**src/rtl/ieeedrv_sdarb.sv**
```systemverilog
// ieeedrv_sdarb: round-robin arbiter that shares one SD block port among SUBDRV sub-drive channels.
// Define IEEEDRV_SDARB_TIMEOUT_EN to add a TOW-bit watchdog to the REQ and XFER states.
module ieeedrv_sdarb #(
  parameter int SUBDRV = 2,
  parameter int BLKW   = 6,
  parameter int TOW    = 24
) (
  input  logic                   clk_sys,
  input  logic                   reset,
  input  logic [SUBDRV-1:0]      ch_rd,
  input  logic [SUBDRV-1:0]      ch_wr,
  input  logic [32*SUBDRV-1:0]   ch_lba,
  input  logic [BLKW*SUBDRV-1:0] ch_blk_cnt,
  output logic [SUBDRV-1:0]      ch_busy,
  output logic [SUBDRV-1:0]      ch_done,
  output logic [SUBDRV-1:0]      ch_err,
  output logic [SUBDRV-1:0]      ch_buff_wr,
  input  logic [8*SUBDRV-1:0]    ch_buff_din,
  output logic [31:0]            sd_lba,
  output logic [BLKW-1:0]        sd_blk_cnt,
  output logic                   sd_rd,
  output logic                   sd_wr,
  input  logic                   sd_ack,
  input  logic                   sd_buff_wr,
  output logic [7:0]             sd_buff_din
);
  localparam int PW = (SUBDRV > 1) ? $clog2(SUBDRV) : 1;

  typedef enum logic [1:0] {IDLE, REQ, XFER, DONE} state_t;

  state_t            state_q, state_d;
  logic [PW-1:0]     grant_q, grant_d, ptr_q, ptr_d, grant_nxt;
  logic [31:0]       lba_q, lba_d;
  logic [BLKW-1:0]   blk_q, blk_d;
  logic              wr_dir_q, wr_dir_d;
  logic              sd_rd_q, sd_rd_d, sd_wr_q, sd_wr_d;
  logic [SUBDRV-1:0] busy_q, busy_d, done_q, done_d, err_q, err_d;
  logic [SUBDRV-1:0] wr_served_q, wr_served_d;
  logic [SUBDRV-1:0] pend_wr, req_any;
  logic [PW-1:0]     sel, sel_hi, sel_lo;
  logic              found, found_hi, found_lo;
  logic              gnt_held, wd_expired;

  // A write already served while the channel still holds ch_rd lets the read win the next grant.
  assign pend_wr   = ch_wr & ~wr_served_q;
  assign req_any   = ch_rd | pend_wr;
  assign gnt_held  = wr_dir_q ? ch_wr[grant_q] : ch_rd[grant_q];
  assign grant_nxt = (int'(grant_q) == SUBDRV - 1) ? '0 : grant_q + 1'b1;

`ifdef IEEEDRV_SDARB_TIMEOUT_EN
  logic [TOW-1:0] wd_q, wd_d;
  assign wd_expired = &wd_q;
`else
  assign wd_expired = 1'b0;
`endif

  // Round-robin: lowest requester at or above the pointer, else lowest below it.
  always_comb begin
    found_hi = 1'b0;
    found_lo = 1'b0;
    sel_hi   = '0;
    sel_lo   = '0;
    for (int i = SUBDRV - 1; i >= 0; i--) begin
      if (req_any[i] && (i >= int'(ptr_q))) begin
        found_hi = 1'b1;
        sel_hi   = PW'(i);
      end
      if (req_any[i] && (i < int'(ptr_q))) begin
        found_lo = 1'b1;
        sel_lo   = PW'(i);
      end
    end
    found = found_hi | found_lo;
    sel   = found_hi ? sel_hi : sel_lo;
  end

  always_comb begin
    state_d     = state_q;
    grant_d     = grant_q;
    ptr_d       = ptr_q;
    lba_d       = lba_q;
    blk_d       = blk_q;
    wr_dir_d    = wr_dir_q;
    sd_rd_d     = sd_rd_q;
    sd_wr_d     = sd_wr_q;
    busy_d      = busy_q;
    done_d      = '0;
    err_d       = '0;
    wr_served_d = wr_served_q & ch_wr;
    unique case (state_q)
      IDLE: begin
        if (found) begin
          state_d      = REQ;
          grant_d      = sel;
          lba_d        = ch_lba[int'(sel)*32 +: 32];
          blk_d        = ch_blk_cnt[int'(sel)*BLKW +: BLKW];
          wr_dir_d     = pend_wr[sel];
          sd_wr_d      = pend_wr[sel];
          sd_rd_d      = ~pend_wr[sel];
          busy_d       = '0;
          busy_d[sel]  = 1'b1;
        end
      end
      REQ: begin
        if (sd_ack) begin
          state_d = XFER;
          sd_rd_d = 1'b0;
          sd_wr_d = 1'b0;
        end else if (!gnt_held || wd_expired) begin
          // An abandoned request keeps the pointer; a watchdog expiry moves past the stuck channel.
          state_d        = IDLE;
          sd_rd_d        = 1'b0;
          sd_wr_d        = 1'b0;
          busy_d         = '0;
          err_d[grant_q] = 1'b1;
          if (gnt_held) ptr_d = grant_nxt;
        end
      end
      XFER: begin
        if (!sd_ack) begin
          state_d              = DONE;
          done_d[grant_q]      = 1'b1;
          wr_served_d[grant_q] = wr_dir_q;
        end else if (wd_expired) begin
          state_d        = IDLE;
          busy_d         = '0;
          err_d[grant_q] = 1'b1;
          ptr_d          = grant_nxt;
        end
      end
      DONE: begin
        state_d = IDLE;
        busy_d  = '0;
        ptr_d   = grant_nxt;
      end
      default: state_d = IDLE;
    endcase
  end

  // NOTE: state registers use non-blocking assignments so every flop samples pre-edge values.
  always_ff @(posedge clk_sys) begin
    if (reset) begin
      state_q     <= IDLE;
      grant_q     <= '0;
      ptr_q       <= '0;
      lba_q       <= '0;
      blk_q       <= '0;
      wr_dir_q    <= 1'b0;
      sd_rd_q     <= 1'b0;
      sd_wr_q     <= 1'b0;
      busy_q      <= '0;
      done_q      <= '0;
      err_q       <= '0;
      wr_served_q <= '0;
    end else begin
      state_q     <= state_d;
      grant_q     <= grant_d;
      ptr_q       <= ptr_d;
      lba_q       <= lba_d;
      blk_q       <= blk_d;
      wr_dir_q    <= wr_dir_d;
      sd_rd_q     <= sd_rd_d;
      sd_wr_q     <= sd_wr_d;
      busy_q      <= busy_d;
      done_q      <= done_d;
      err_q       <= err_d;
      wr_served_q <= wr_served_d;
    end
  end

`ifdef IEEEDRV_SDARB_TIMEOUT_EN
  // Counter restarts on every state change, so REQ and XFER each get a full window.
  assign wd_d = ((state_d == state_q) && ((state_q == REQ) || (state_q == XFER))) ?
                wd_q + 1'b1 : '0;

  always_ff @(posedge clk_sys) begin
    if (reset) wd_q <= '0;
    else       wd_q <= wd_d;
  end
`endif

  assign ch_busy     = busy_q;
  assign ch_done     = done_q;
  assign ch_err      = err_q;
  assign sd_rd       = sd_rd_q;
  assign sd_wr       = sd_wr_q;
  assign sd_lba      = lba_q;
  assign sd_blk_cnt  = blk_q;
  assign ch_buff_wr  = busy_q & {SUBDRV{sd_buff_wr & sd_ack}};
  assign sd_buff_din = (|busy_q) ? ch_buff_din[int'(grant_q)*8 +: 8] : 8'h00;

endmodule

```
**config.mk**
```make
export PLATFORM = sky130hd
export DESIGN_NAME = ieeedrv_sdarb
export DESIGN_NICKNAME = d
export VERILOG_FILES = /design/src/rtl/ieeedrv_sdarb.sv
export SDC_FILE = /design/constraint.sdc
export NUM_CORES = 1
export LEC_CHECK = 0
export CORE_ASPECT_RATIO = 1.4
export CORE_MARGIN = 10
export CORE_UTILIZATION = 40
export CTS_BUF_LIST = sky130_fd_sc_hd__clkbuf_2
export CTS_CLUSTER_SIZE = 25
export DETAILED_ROUTE_END_ITERATION = 16
export GPL_TIMING_DRIVEN = 0
export PLACE_DENSITY = 0.84
export REMOVE_ABC_BUFFERS = 1
export SYNTH_ARGS = -nofsm -noshare
export SYNTH_HDL_FRONTEND = slang
export SYNTH_SLANG_ARGS = --single-unit
export TNS_END_PERCENT = 10
```
**constraint.sdc**
```tcl
create_clock -name clk_sys -period 1.65 [get_ports clk_sys]
set_input_delay 0.33 -clock clk_sys [delete_from_list [all_inputs] [get_ports clk_sys]]
set_output_delay 0.33 -clock clk_sys [all_outputs]
set_load 0.01 [all_outputs]
```
# After elaboration in Yosys (flattened, before gate mapping)
# Cells that the tools add are included.
word_totals:
  register_bits: 53
  output_inout_bits: 56
op_classes:
  add_sub_neg: 1
  n_mul: 1
  order_cmp: 6
  n_eq_ne: 8
  n_shift: 3
  n_mux: 35
  bitwise_logic: 10
  reduce_logical: 13
op_table:
  columns: ["operator", "n"]
  rows:
  - ["$shiftx A64 B7 Y32", 1]
  - ["$mux W1", 19]
  - ["$mux W2", 8]
  - ["$shiftx A16 B5 Y8", 1]
  - ["$shiftx A12 B5 Y6", 1]
  - ["$mux W8", 1]
  - ["$ne A2 B2 Y1 const B", 4]
  - ["$pmux W2 S4", 1]
  - ["$and A2 B2 Y2", 3]
  - ["$pmux W2 S3", 1]
  - ["$reduce_and A3 Y1", 2]
  - ["$eq A2 B2 Y1 const B", 2]
  - ["$logic_and A1 B1 Y1", 4]
  - ["$lt A1 B2 Y1 const B", 2]
  - ["$pmux W1 S2", 2]
  - ["$reduce_and A4 Y1", 1]
  - ["$reduce_or A4 Y1", 1]
  - ["$mul A1 B2 Y3 const B", 1]
  - ["$ne A3 B3 Y1 const B", 1]
  - ["$not A1 Y1", 3]
  - ["$reduce_or A3 Y1", 1]
  - ["$bwmux W2", 1]
  - ["$demux W1 S1", 2]
  - ["$eq A2 B1 Y1 const B", 1]
  - ["12 further kinds", 13]

# Longest topological paths before layout
logic_depth:
  word_depth: 12
  depth_mapped: 7
  ltp_nobuf: 4

# Worst setup path before layout
# Ideal clock, no wire load.
synth_path:
  kind: "in2reg"
  startpoint: "input port ch_wr[0]"
  endpoint: "register blk_q[5], in the netlist sd_blk_cnt[5]"
  arrival_ns: 1.451
  t_required_ns: 1.562
  setup_slack_ns: 0.111
  stages: 7
  path_buffers: 4
  path_cell_list: "nor2b_1 > buf_2 > o41a_1 > buf_2 > buf_6 > buf_6 > a311oi_2"
synth_via:
  elab_chain_cells: 7
  word_cells_on_any_way: 12
  classes_between: "mul (1); shift (1); mux (4); bitwise (3); reduce/logical (3)"
synth_rtl:
  columns: ["item", "line_no", "text"]
  rows:
  - ["start: declaration", "11", "input logic [SUBDRV-1:0] ch_wr,"]
  - ["$and A2 B2 Y2 *", "45", "assign pend_wr = ch_wr & ~wr_served_q;"]
  - ["$or A2 B2 Y2 *", "46", "assign req_any = ch_rd | pend_wr;"]
  - ["$logic_and A1 B1 Y1", "64", "if (req_any[i] && (i >= int'(ptr_q))) begin"]
  - ["$mux W1", "64", null]
  - ["$mux W1", "74", "sel = found_hi ? sel_hi : sel_lo;"]
  - ["$mul A1 B2 Y3", "96", "blk_d = ch_blk_cnt[int'(sel)*BLKW +: BLKW];"]
  - ["$shiftx A12 B5 Y6", "96", null]
  - ["end signal: assignment", "160", "blk_q <= blk_d;"]
  - ["end: declaration", "34", "logic [BLKW-1:0] blk_q, blk_d;"]
# Every way passes the cells marked *; elsewhere a longest branch is shown, timed or not.
# A chain may end at the register's enable or synchronous reset.

# Worst setup path in the final report
layout_path:
  startpoint: "register grant_q"
  endpoint: "output port sd_buff_din[7]"
layout_via:
  elab_chain_cells: 2
layout_rtl:
  columns: ["item", "line_no", "text"]
  rows:
  - ["start: declaration", "32", "logic [PW-1:0] grant_q, grant_d, ptr_q, ptr_d, grant_nxt;"]
  - ["start signal: assignment", "157", "grant_q <= grant_d;"]
  - ["$shiftx A16 B5 Y8", "190", "assign sd_buff_din = (|busy_q) ? ch_buff_din[int'(grant_q)*8 +: 8] : 8'h00;"]
  - ["$mux W8", "190", null]
  - ["end: declaration", "25", "output logic [7:0] sd_buff_din"]
# Every way passes these cells.

==> metrics.yaml <==
initial_utilization: 0.414
yosysMostFrequentCell: "sky130_fd_sc_hd__nor2_1"
grt_setup_unrepaired: "true"
power.share.sequential: 0.434
status: "complete, but fails checks"
global_route.overflow_total: 0
drt_drc_violations_left: 0
startpoint_type: "register"
dieHeight_um: 118
placement_cell_area_mm2: 0.00431
placement_rows: 35
placeableCoreArea_mm2: 0.00661
drt_iter0_drc: 238
grt_use_total: 0.212
insertedDiodeCount: 0
final_antenna_net_count: 0
h-tree-depth: 2
total_power_uw: 3590
post_drt_via_cell_ratio: 5.74
final_max_slew_violation_count: 0
max-vdd-ir-drop_mv: 0.468
netlist_top_cells_count: "sky130_fd_sc_hd__nor2_1 (55), sky130_fd_sc_hd__dfxtp_1 (53), sky130_fd_sc_hd__nand3_1 (43)"
drive_above_1_share: 0.222
timing.critical_path.arrival_ns: 1.35
finalClockSkew_ns: 0.00676
end_kind: "output port"
first_pass_iteration_count_of_the_detailed_router: 4
yosys_warnings: 0
swShare: 0.344
max_cap_viol_count: 0
final_period_minus_worst_setup_slack_ns: 1.68
synth.yosys.seq_area_share: 0.388
synth_area_leader_cell: "sky130_fd_sc_hd__dfxtp_1"
power_frac_clock: 0.147
clkTransAtPathRegs_ns: 0.26
cts_root_buffer: "sky130_fd_sc_hd__clkbuf_2"
clock_sink_count: 53
gpl.final_weighted_congestion: 0.779
worst_r2r_path_depth: 6
number_of_standard_cells_after_synthesis: 331
worst-r2r-setup-slack_ns: 0.01
syn_to_final_growth_pct: 71.9
timing.max_slew.rel_slack: 0.650
worstHoldPathCells: 3
total_die_area_mm2: 0.0106
buffer_ports.inserted: 155
timing.fmax_mhz: 594
power_leakage_uw: 0.00189
number_of_clock_buffers_inserted_by_tritoncts: 5
hold_path_class: "input pin to register"
timing.final.setup_violations: 8
pwr-share-comb: 0.418
clock_latency_ns: 0.42
fp.dieW_um: 89.9
power.internal_uw: 2350
antenna_found_initial: 0
grt_first_pass_wirelength_um: 18500
ys.flop_type: "sky130_fd_sc_hd__dfxtp_1"
final_hold_viol_count: 0
fin_crit_sh: 1.02
ys_types: 40
synth_enable_flop_cells: 0
tritoncts_clock_tree: "done"
synth_top_area_frac: 0.388
dp_hpwl_um: 7400
max_slew.worst_pin.slew_ns: 0.525
post_detailed_route_wirelength_per_cell_um: 20.8
reg2reg_to: "sd_rd$_SDFFE_PP0P_"
violations: "setup timing"
drt-total-wl_um: 11900
first_global_vias: 3395
pin_count: 156
class_of_the_most_critical_setup_path: "register to output port"
timing.hold.worst_endpoint: "wr_served_q[1]$_SDFF_PP0_"
regToRegStartpoint: "grant_q$_SDFFE_PP0P_"
synth-async-reset-ratio: 0
yosys_register_bits: 53
critPathMaxFanout: 5
nNetsFinal: 581
mean_cell_area_of_the_mapped_netlist_um2: 8.26
routed-via-count: 3296
syn-cell-area_mm2: 0.00274
post_synth_main_area_contributors: "sky130_fd_sc_hd__dfxtp_1 (39%), sky130_fd_sc_hd__a311oi_1 (9.3%), sky130_fd_sc_hd__nand3_1 (7.9%)"
cts_hold_repair.buffers: 0
clk_path_buf_depth: 2
powerDensity_mw_per_mm2: 763
required_ns: 1.32
grt_max_degree: 36
postLayoutSetupSlackWorst_ns: -0.0331
layout.cell_area.non_filler_mm2: 0.00470
p_sw_uw: 1230
min-delay-start: "ch_wr[1]"
[routing by layer]
metal,vias to the layer above,global-route usage,part of all wire
li1,1535,-,-
met1,1567,0.230,0.38
met2,169,0.373,0.51
met3,25,0.0708,0.077
met4,0,0.0709,0.025
met5,-,0,0
[state kept, by name, summed over array words and instances, names as in the netlist, 2 cells and up, named ones only]
register,cells
ch_busy,2
ch_err,2
sd_lba,32
sd_blk_cnt,6
ch_done,2
wr_served_q,2
[what timing repair did]
action,in CTS,in global routing
pin swaps,11,9
buffers inserted,17,0
gates resized for setup,137,21
endpoints found under the setup margin,103,52
gates cloned,7,0
[worst max-delay path: stages, from the launching register on]
cell and delay [ns]:
sky130_fd_sc_hd__dfxtp_4 0.42, sky130_fd_sc_hd__buf_6 0.13, sky130_fd_sc_hd__mux2i_1 0.19, sky130_fd_sc_hd__nor2_1 0.06, sky130_fd_sc_hd__buf_2 0.14
[through the flow]
stage / cells / util / hold WS [ns] / TNS, ns / setup WS (ns)
after global routing: 574 / 0.711 / 0.203 / -1.40 / -0.164
final: 574 / 0.711 / 0.229 / -0.213 / -0.0331
after floorplan: 292 / - / 0.398 / -46.31 / -1.32
after CTS: 574 / 0.698 / 0.272 / -0.665 / -0.0574
after detailed placement: 543 / 0.652 / 0.484 / -59.16 / -1.40
after global placement: 539 / 0.637 / 0.462 / -117.11 / -2.53
[layout by cell type, fill, tap and decap left out, drive strengths merged, types with 2 or more instances in the layout]
cell,instances
mux2i,11
buf,31
dfxtp,53
bufbuf,2
nand3,43
and3,2
clkdlybuf4s50,93
a21oi,7
inv,2
or2,4
nor3b,2
clkbuf,9
a311oi,39
mux2,2
o41a,3
nor3,3
o21ba,2
o211ai,3
nor2b,4
o21ai,39
or3b,2
nand2b,7
nor2,55
dlygate4sd2,49
nand2,2
[power by group through the flow]
stage,sequential (uW),combinational [uW],clock (uW)
after floorplan,1640,511,0
after global placement,1570,1320,0
after detailed placement,1580,1360,0
after CTS,1550,1450,538
after global routing,1580,1610,586
final,1560,1500,528
[cell type report]
cell class                      instances  area (um2)
Sequential cell                        53        1100
Fill cell                             518        1910
Multi-Input combinational cell        241        1660
Timing Repair Buffer                  178        1780
Clock buffer                            8        40.0
Tap cell                               92         115
Inverter                                2        7.51
[cells by family after synthesis]
group | Yosys count | share of synthesized area
compound gates | 98 | 0.273
flops | 53 | 0.388
mux | 13 | 0.0485
buf+inv | 41 | 0.0714
simple gates | 126 | 0.220
[worst max path at each step]
| stage | slack, ns | endpoint | depth (start not counted) | from |
|---|---|---|---|---|
| 5_1_grt | -0.16 | sd_buff_din[2] | 4 | grant_q$_SDFFE_PP0P_ |
| 4_1_cts | -0.06 | sd_buff_din[3] | 4 | grant_q$_SDFFE_PP0P_ |
| 2_1_floorplan | -1.32 | sd_wr$_SDFFE_PP0P_ | 4 | ch_wr[0] |
| 3_5_place_dp | -1.40 | sd_blk_cnt[1]$_SDFFE_PP0P_ | 5 | ch_wr[0] |
| 3_3_place_gp | -2.53 | sd_wr$_SDFFE_PP0P_ | 5 | ch_wr[0] |
| 6_report | -0.03 | sd_buff_din[7] | 4 | grant_q$_SDFFE_PP0P_ |
Power figures use the tool's default switching activity.
